<file path="config.mk">
export PLATFORM = sky130hd
export DESIGN_NAME = pipe_hazard_ctrl
export DESIGN_NICKNAME = d
export VERILOG_FILES = /design/src/rtl/pipe_hazard_ctrl.sv
export SDC_FILE = /design/constraint.sdc
export NUM_CORES = 1
export LEC_CHECK = 0
export ABC_AREA = 1
export CAP_MARGIN = 25
export CELL_PAD_IN_SITES_DETAIL_PLACEMENT = 0
export CELL_PAD_IN_SITES_GLOBAL_PLACEMENT = 1
export CORE_MARGIN = 5
export CORE_UTILIZATION = 33
export CTS_BUF_LIST = sky130_fd_sc_hd__clkbuf_16
export DETAILED_ROUTE_END_ITERATION = 6
export DONT_BUFFER_PORTS = 1
export PLACE_DENSITY_LB_ADDON = 0.25
export SKIP_CTS_REPAIR_TIMING = 1
export SYNTH_ARGS = -nofsm -noshare
export SYNTH_HDL_FRONTEND = slang
export SYNTH_SLANG_ARGS = --single-unit
</file>
<file path="constraint.sdc">
create_clock -name clk_i -period 6.73 [get_ports clk_i]
set_input_delay 1.0095 -clock clk_i [delete_from_list [all_inputs] [get_ports clk_i]]
set_output_delay 1.0095 -clock clk_i [all_outputs]
set_load 0.01 [all_outputs]
</file>
<file path="src/rtl/pipe_hazard_ctrl.sv">
// Hazard and pipeline-control unit for the 5-stage core: MEM/WB->EX forwarding,
// load-use bubbles, MEM-stage redirect squash, memory-wait FSM with watchdog, perf counters.
module pipe_hazard_ctrl #(
  parameter int REG_AW   = 5,
  parameter int CNT_W    = 32,
  parameter int MAX_WAIT = 16
) (
  input  logic              clk_i,
  input  logic              rst_i,
  input  logic [REG_AW-1:0] rs1_id_i,
  input  logic [REG_AW-1:0] rs2_id_i,
  input  logic [REG_AW-1:0] rs1_ex_i,
  input  logic [REG_AW-1:0] rs2_ex_i,
  input  logic [REG_AW-1:0] rd_ex_i,
  input  logic              mem_read_ex_i,
  input  logic [REG_AW-1:0] rd_mem_i,
  input  logic              reg_write_mem_i,
  input  logic [REG_AW-1:0] rd_wb_i,
  input  logic              reg_write_wb_i,
  input  logic              redirect_mem_i,
  input  logic              dmem_req_i,
  input  logic              dmem_ready_i,
  output logic [1:0]        forward_a_o,
  output logic [1:0]        forward_b_o,
  output logic              stall_if_o,
  output logic              stall_id_o,
  output logic              stall_ex_o,
  output logic              stall_mem_o,
  output logic              flush_id_o,
  output logic              flush_ex_o,
  output logic              flush_mem_o,
  output logic              mem_wait_o,
  output logic              error_o,
  output logic [CNT_W-1:0]  stall_cycles_o,
  output logic [CNT_W-1:0]  flush_count_o
);

  localparam int WCW = $clog2(MAX_WAIT + 1);

  // Memory handshake: dmem_req_i marks an access held in MEM; the access completes on
  // the first cycle dmem_ready_i is high (same cycle as the request, or any later one).
  typedef enum logic {ST_RUN, ST_WAIT} state_t;

  state_t           state_q, state_d;
  logic [WCW-1:0]   wait_cnt_q, wait_cnt_d;
  logic             error_q, error_d;
  logic [CNT_W-1:0] stall_cnt_q, flush_cnt_q;
  logic             mem_stall, load_use, redirect_apply;

  function automatic logic [1:0] fwd_sel(input logic [REG_AW-1:0] rs);
    if (reg_write_mem_i && (rd_mem_i != '0) && (rd_mem_i == rs)) return 2'b10;
    if (reg_write_wb_i && (rd_wb_i != '0) && (rd_wb_i == rs))    return 2'b01;
    return 2'b00;
  endfunction

  always_comb begin
    mem_stall      = 1'b0;
    load_use       = 1'b0;
    redirect_apply = 1'b0;
    forward_a_o    = 2'b00;
    forward_b_o    = 2'b00;
    stall_if_o     = 1'b0;
    stall_id_o     = 1'b0;
    stall_ex_o     = 1'b0;
    stall_mem_o    = 1'b0;
    flush_id_o     = 1'b0;
    flush_ex_o     = 1'b0;
    flush_mem_o    = 1'b0;
    state_d        = state_q;
    wait_cnt_d     = wait_cnt_q;
    error_d        = error_q;

    if (!rst_i) begin
      forward_a_o    = fwd_sel(rs1_ex_i);
      forward_b_o    = fwd_sel(rs2_ex_i);
      mem_stall      = (state_q == ST_WAIT) ? !dmem_ready_i : (dmem_req_i && !dmem_ready_i);
      load_use       = mem_read_ex_i && (rd_ex_i != '0) &&
                       ((rd_ex_i == rs1_id_i) || (rd_ex_i == rs2_id_i));
      redirect_apply = redirect_mem_i && !mem_stall;

      // Priority: memory stall freezes everything, then redirect squashes any pending load-use.
      if (mem_stall) begin
        stall_if_o  = 1'b1;
        stall_id_o  = 1'b1;
        stall_ex_o  = 1'b1;
        stall_mem_o = 1'b1;
      end else if (redirect_apply) begin
        flush_id_o  = 1'b1;
        flush_ex_o  = 1'b1;
        flush_mem_o = 1'b1;
      end else if (load_use) begin
        stall_if_o  = 1'b1;
        stall_id_o  = 1'b1;
        flush_ex_o  = 1'b1;
      end

      case (state_q)
        ST_RUN: begin
          if (dmem_req_i && !dmem_ready_i) begin
            state_d    = ST_WAIT;
            wait_cnt_d = '0;
          end
        end
        ST_WAIT: begin
          if (dmem_ready_i) begin
            state_d = ST_RUN;
          end else begin
            // Watchdog only flags; the FSM keeps waiting for ready.
            if (wait_cnt_q != WCW'(MAX_WAIT)) wait_cnt_d = wait_cnt_q + 1'b1;
            if (wait_cnt_d == WCW'(MAX_WAIT)) error_d = 1'b1;
          end
        end
        default: state_d = ST_RUN;
      endcase
    end
  end

  always_ff @(posedge clk_i or posedge rst_i) begin
    if (rst_i) begin
      state_q     <= ST_RUN;
      wait_cnt_q  <= '0;
      error_q     <= 1'b0;
      stall_cnt_q <= '0;
      flush_cnt_q <= '0;
    end else begin
      state_q    <= state_d;
      wait_cnt_q <= wait_cnt_d;
      error_q    <= error_d;
      if (stall_if_o && (stall_cnt_q != '1))     stall_cnt_q <= stall_cnt_q + 1'b1;
      if (redirect_apply && (flush_cnt_q != '1)) flush_cnt_q <= flush_cnt_q + 1'b1;
    end
  end

  assign mem_wait_o     = (state_q == ST_WAIT);
  assign error_o        = error_q;
  assign stall_cycles_o = stall_cnt_q;
  assign flush_count_o  = flush_cnt_q;

endmodule
</file>
# Word level (Yosys, flattened, before mapping)
# Index checks and enable logic that the tools add are counted.
# totals
out_inout_bits,77
inputBits,43
regBits,71
wordCells,87
# classes
n_reduce_logical,20
n_mux,44
add_sub_neg,3
n_bitwise,3
eq_ne,12
# op_table
cell,n
"32-bit by 1-bit adder with 32-bit output, second input constant",2
"32-bit != test, second input constant",2
5-bit == test,6
5-bit 2-to-1 mux,6
1-bit 2-to-1 mux,26
2-bit 2-to-1 mux,10
5-bit nonzero test,3
1-bit logical AND,12
5-bit one-hot mux with 2 select lines,1
"5-bit by 1-bit adder with 5-bit output, second input constant",1
"5-bit == test, second input constant",1
"5-bit != test, second input constant",1
"2-bit != test, second input constant",2
4-bit AND reduction,1
1-bit inverter,3
3-bit AND reduction,1
1-bit zero test,2
1-bit one-hot mux with 2 select lines,1
1-bit logical OR,1

# Longest topological paths before layout
# Gate-level depths: netlist of run 1.
# logic_depth
word_depth,10
depth_mapped,12

# Worst setup path after synthesis of run 1
# Ideal clock, no wire load.
# synth_timing
path_type,input-to-output
from,in rst_i
to,out flush_mem_o
path_stages,4
required_ps,5720
slack_ps,2497
arrival_time_ps,3224
n_path_buf,1
path_cell_list,inv_1 nand2_1 nor2_1 buf_4
# synth_via
elab_chain_cells,1
# synth_lines
element,line,rtl
start: declaration,9,"input logic rst_i,"
1-bit 2-to-1 mux,-,
end: declaration,31,"output logic flush_mem_o,"
# No other way between the ends.

# Worst setup path in the final report of run 1
# layout_timing
from,in dmem_ready_i
to,out stall_if_o
# layout_via
elab_chain_cells,8
# layout_lines
element,line,rtl
start: declaration,22,"input logic dmem_ready_i,"
1-bit zero test *,76,mem_stall = (state_q == ST_WAIT) ? !dmem_ready_i : (dmem_req_i && !dmem_ready_i);
1-bit logical AND,76,
1-bit 2-to-1 mux *,76,
1-bit zero test,79,redirect_apply = redirect_mem_i && !mem_stall;
1-bit logical AND,79,
1-bit 2-to-1 mux,87,end else if (redirect_apply) begin
1-bit 2-to-1 mux *,82,if (mem_stall) begin
1-bit 2-to-1 mux *,73,if (!rst_i) begin
end: declaration,25,"output logic stall_if_o,"
# Every way passes the cells marked *; elsewhere a longest branch is shown, timed or not.

==> metrics.txt, run 1 <==
status=complete, no violations; min Tclk post-route=~3400 ps; Yosys reg bits=71; clock skew=9.07 ps; CTS buffer count=9; Mapped Cells=between 700 and 800; GR Util All Layers=between 15 and 20%; Root Buffer=clkbuf_16; reg-to-reg startpoint=mem_wait_o$_DFFE_PP0N_; WHS Path Cells=1; Worst EP arrival=2390 ps; Die Height=134 um; WHS Endpoint=error_o$_DFFE_PP0P_; Peak VDD IR=around 0.17 mV; asr flop ratio synth=100%; CTS tree=built; syn nets=788; Netlist cell types=38; HP Start=error_o$_DFFE_PP0P_; starting density of the core=33.6%; total number of vias=4,605; largest net degree at the start of global routing=75; Synth Flop Type=dfrtp_1; n_diodes=0; CP Max Fanout=39; CP startpoint=dmem_ready_i; Leak=2.65 nW; EDFF count, synth=0; Die Span X=134 um; Worst R2R Path Depth=7; PD cells=roughly 220 nW/um^2; Final setup viols=0; Multi-input gate area=2890 sq um; Worst Path Required=5720 ps; Final Cycle Share=slightly above 50%; Cell Rows=45; routed len/inst=15.6 um; vias per std cell=roughly 5; # clock sinks=71; Die Area=18,100 sq um; Post-Syn Area=roughly 5100 sq um; max_cap viols=0; antenna viol nets, final=0; Residual DRC=0; I/O Buffers=0; Worst Tran Pin Value=around 640 ps; Yosys warning total=0; Mapped Avg Cell Area=6.89 sq um; post-synthesis sequential area ratio=34.8%; vias in the first global route=approximately 4,600; share of cells above drive strength 1=just under 6%; first-pass GRT wire length=23.7 mm; final wirelength=between 10 and 15 mm; final number of max-transition violations=0; unrepaired setup endpoints after global routing=false; Final GP Congestion=0.831; Seq. cell area=1780 sq um; crit start category=input pin; final-report hold violation count=0; H-Tree Depth=3; Critical R2R Capture=flush_count_o[17]$_DFFE_PP0P_; GRT Residual Overflow=0; R2R setup slack=a little over 4000 ps; worst rel slew slack=57.2%; pre-CTS setup slack=3140 ps; hold_ws=547 ps; fill cell count=1,619; post-DP HPWL=around 11 mm; DR pass1 iterations=4; Final WS setup=3330 ps; worst skew pair latency=approximately 340 ps; initial antenna violation count=0; Final #Nets=around 790; Initial DRC Count=between 150 and 200; Layout area overhead=8.11%; Worst Setup Path Type=input pin to output pin; Max Fclk=294 MHz; Hold WC Path Type=flop to flop; kind of end point of the critical path=output pin; TNS Setup=0 ps; io pins=120; CTS clock-pin slew for the worst setup and hold paths=60 ps; clk buf depth=2; CORE AREA=15,200 sq um
-- critical path, stage by stage --
cell and delay, ps:
inv_1 50, o21ai_1 110, nor2_2 490, inv_1 140
nand2_1 110, buf_4 430
-- cell usage in the layout, fill, tap and decap left out, drive strengths merged --
cell,instances
and3,4
a22o,1
or2,1
ha,4
nand3b,10
nor2,96
nand4,16
buf,3
nand2,276
dfrtp,71
o22ai,3
xnor2,18
clkinv,4
o21ai,21
nand3,50
o211ai,1
nor3b,1
a21oi,3
a31o,1
xor2,45
nor3,25
bufinv,1
o32ai,1
inv,77
nor4,1
clkbuf,9
-- state kept, by name, summed over array words and instances, names as in the netlist --
register and flops:
error_o 1, stall_cycles_o 32, mem_wait_o 1, wait_cnt_q 5, flush_count_o 32
-- layer usage --
layer,track usage [%],vias to the layer above,share of wire (%)
li1,-,2322,-
met4,5.60,0,1.8
met5,0,-,0
met2,27.1,115,47
met3,4.50,19,6.7
met1,20.1,2149,44
-- through the flow --
stage	power (mW)	util [%]	std cells	instance area (sq um)
2_1_floorplan	0.692	-	741	5100
3_3_place_gp	0.739	34.2	914	5190
3_5_place_dp	0.749	34.2	914	5190
4_1_cts	1.25	36.1	930	5490
5_1_grt	1.30	36.3	931	5520
6_report	1.23	36.3	931	5520
-- final cells by class --
class                   count  share of cell area [%]
multi-input cells         578                    52.3
flip-flops and latches     71                    32.2
inverters                  75                    5.12
well taps                 188                    4.26
clock buffers               9                    4.08
clock inverters             7                    1.27
repair buffers              3                   0.771
-- synth_stat cells, types with 3 or more instances --
master    number  area, sq um
ha_1           4         50.1
xnor2_1       18          158
o21ai_0       20          100
a21oi_1        3         15.0
nand2_1      273         1020
nand4_1       16          100
nor3_1        22          110
xor2_1        45          394
nand3_2        7         70.1
buf_6          6         67.6
nand3_1       42          210
nand3b_1       9         67.6
o22ai_1        3         18.8
dfrtp_1       71         1780
inv_1         74          278
buf_4          7         52.6
nor2_2         3         18.8
nor2_1        91          342
-- worst max-delay path by stage --
stage	endpoint	cells after the start	slack, ps
2_1_floorplan	flush_mem_o	4	2500
3_3_place_gp	forward_b_o[0]	5	3220
3_5_place_dp	forward_b_o[0]	5	3140
4_1_cts	forward_b_o[0]	5	3140
5_1_grt	stall_id_o	6	3200
6_report	stall_if_o	6	3330
-- report_power, final --
group          internal, mW  switching, mW
Sequential            0.471         0.0931
Clock                 0.289          0.200
Combinational        0.0637          0.111
-- cell families after synthesis --
logic type               after synthesis  share of synthesized area [%]
AO/OA/AOI/OAI                         31                           3.38
XOR/XNOR                              63                           10.8
adder cells (fa/ha/maj)                4                          0.981
buffers and inverters                 92                           8.65
flip-flops                            71                           34.8
AND/OR/NAND/NOR                      480                           41.4
Note: power is estimated with default switching activity, not from simulation.
==> run 2: changes to the inputs <==
Clock period 6.73 ns to 3.44 ns, I/O delays scaled along.
==> run 2 against run 1 <==
Compared with the run above:
- register-to-register slack worse by 3000 ps
- clock skew rose by 1.4 ps
- critical endpoint is now stall_cycles_o[5]$_DFFE_PP0P_
- critical path depth rose by 3
- wire length shrank 0.47%
- critical path type is now flop to flop
- setup slack worse by 2300 ps
- sequential share of layout area barely moved
- non-clock buffer count up 4
- final cell count up 0.43%
==> metrics.txt, run 2 (synthesis gave the netlist of run 1 again) <==
status=complete, no violations; clock power share=37.5% (-2.3 points); clk buf depth=2 (unchanged); antenna viol nets, final=0 (unchanged); Layout area overhead=7.97%; max_cap viols=0 (unchanged); final number of max-transition violations=0 (unchanged); Worst Path Required=3710 ps (-2010 ps); initial antenna violation count=0 (unchanged); min Tclk post-route=2430 ps; most frequent cells in the layout=nand2_1, nor2_1, inv_1, dfrtp_1, xor2_1; CTS tree=built; Peak VDD IR=0.294 mV (+71%); worst skew pair latency=340 ps (about the same); Worst Tran Pin Value=863 ps (+224 ps); largest net degree at the start of global routing=74 (-1.3%); Hold WC Path Type=input pin to async pin; Die Span X=134 um (unchanged); hold_ws=193 ps (-354 ps); post-DP HPWL=10.9 mm (+0.74%); final-report hold violation count=0 (unchanged); # clock sinks=71 (unchanged); crit path cell chain=ha_1 > nand3_4 > nor2_4 > nand2_2 > nor2_4 > nand3b_4 > nand2_4 > nand2_1 > nand2_1; cell-internal power=1.53 mW (+86%); Final GP Congestion=0.904 (+8.8%); routed len/inst=15.4 um (-0.90%); Max stage delay cell, worst path=dfrtp_1; crit start category=flop; Worst EP arrival=2700 ps (+310 ps); share of cells above drive strength 1=6.16% (+0.24 points); Initial DRC Count=317 (+74%); Final #Nets=789 (+0.51%); Die Area=18,100 sq um (unchanged); CTS buffer count=9 (unchanged); Net Switching=773 uW (+91%); Root Buffer=clkbuf_16; CTS clock-pin slew for the worst setup and hold paths=60 ps (about the same); PD cells=418 nW/um^2 (+88%); first-pass GRT wire length=24.0 mm (+1.1%); Worst Setup Path Type=flop to flop; I/O Buffers=0 (unchanged); GR Util All Layers=16.3% (+0.12 points); CORE AREA=15,200 sq um (unchanged); Final setup viols=0 (unchanged); worst rel slew slack=42.3% (-15 points); Cell Rows=45 (unchanged); vias per std cell=4.94 (-0.15%); io pins=120 (unchanged); starting density of the core=33.6% (unchanged); unrepaired setup endpoints after global routing=false; CP peak stage delay=480 ps (about the same); family with the most delay on the worst path=simple AND/OR/NAND/NOR gates; Gate power share=14.8% (+0.6 points); fill cell count=1,639 (+1.2%); kind of end point of the critical path=flop; Max Fclk=roughly 410 MHz; Residual DRC=0 (unchanged); power share of the sequential group=47.7% (+1.8 points); H-Tree Depth=3 (unchanged); clock skew=10.5 ps (+1.41 ps); GRT Residual Overflow=0 (unchanged); CP Max Fanout=31 (-21%); most common cell after layout, fill and taps aside=nand2_1; sw frac=33.6% (+0.65 points); total number of vias=4,618 (+0.28%); TNS Setup=0 ps (unchanged); final wirelength=14.4 mm (-0.47%); Final Cycle Share=70.6%; Leak=2.65 nW (-0.24%); Die Height=134 um (unchanged); WP buf/inv=0 (-3); vias in the first global route=4,604 (+0.24%); DR pass1 iterations=5 (+1); n_diodes=0 (unchanged)
run 2: worst reg2reg max path, cell delays in order, from the launching register on:
cell	delay (ps)
dfrtp_1	480
ha_1	360
nand3_4	160
nor2_4	170
nand2_2	80
nor2_4	140
nand3b_4	370
nand2_4	460
nand2_1	90
nand2_1	80
run 2: cell type report:
| type | instances | area [sq um] | area share (%) |
|---|---|---|---|
| timing repair buffer | 7 | 65.1 | 1.18 |
| multi-input combinational | 578 | 2890 | 52.4 |
| clock buffer | 9 | 225 | 4.09 |
| tap | 188 | 235 | 4.27 |
| inverter | 75 | 283 | 5.13 |
| sequential | 71 | 1780 | 32.2 |
| clock inverter | 7 | 40.0 | 0.727 |
run 2: stage by stage:
| stage | util [%] | power, mW | instance area, sq um | setup slack [ps] | std cells |
|---|---|---|---|---|---|
| finish | 36.2 | 2.30 | 5510 | 1010 | 935 |
| global route | 36.2 | 2.44 | 5510 | 768 | 935 |
| CTS | 36.1 | 2.34 | 5490 | 983 | 934 |
| global placement | 34.4 | 1.45 | 5230 | 1030 | 918 |
| floorplan | - | 1.35 | 5100 | 194 | 741 |
| detailed placement | 34.4 | 1.46 | 5230 | 993 | 918 |
run 2: routing by layer:
layer / part of all wire (%) / up-vias / wire, um / global-route usage, %
li1: - / 2329 / - / -
met1: 44 / 2139 / 6330 / 20.6
met2: 47 / 138 / 6750 / 26.6
met3: 8.2 / 12 / 1180 / 6.34
met4: 1.1 / 0 / 152 / 3.62
met5: 0 / - / 0 / 0
run 2: path summary, 6_finish.rpt:
path | from | end | slack [ps] | depth (start not counted)
max reg2reg | stall_cycles_o[0]$_DFFE_PP0P_ | stall_cycles_o[5]$_DFFE_PP0P_ | 1010 | 9
min | rst_i | wait_cnt_q[4]$_DFFE_PP0P_ | 190 | 2
max in group asynchronous | rst_i | stall_cycles_o[4]$_DFFE_PP0P_ | 2670 | 3
min reg2reg | wait_cnt_q[4]$_DFFE_PP0P_ | wait_cnt_q[4]$_DFFE_PP0P_ | 540 | 2
min in group clk_i | rst_i | mem_wait_o$_DFFE_PP0N_ | 420 | 3
max | stall_cycles_o[0]$_DFFE_PP0P_ | stall_cycles_o[5]$_DFFE_PP0P_ | 1010 | 9
run 2: power groups by stage:
stage          sequential (mW)  clock, mW  combinational [mW]
6_report                  1.10      0.862               0.341
5_1_grt                   1.11      0.931               0.399
4_1_cts                   1.10      0.893               0.344
3_5_place_dp              1.12          0               0.342
3_3_place_gp              1.11          0               0.333
2_1_floorplan             1.07          0               0.284
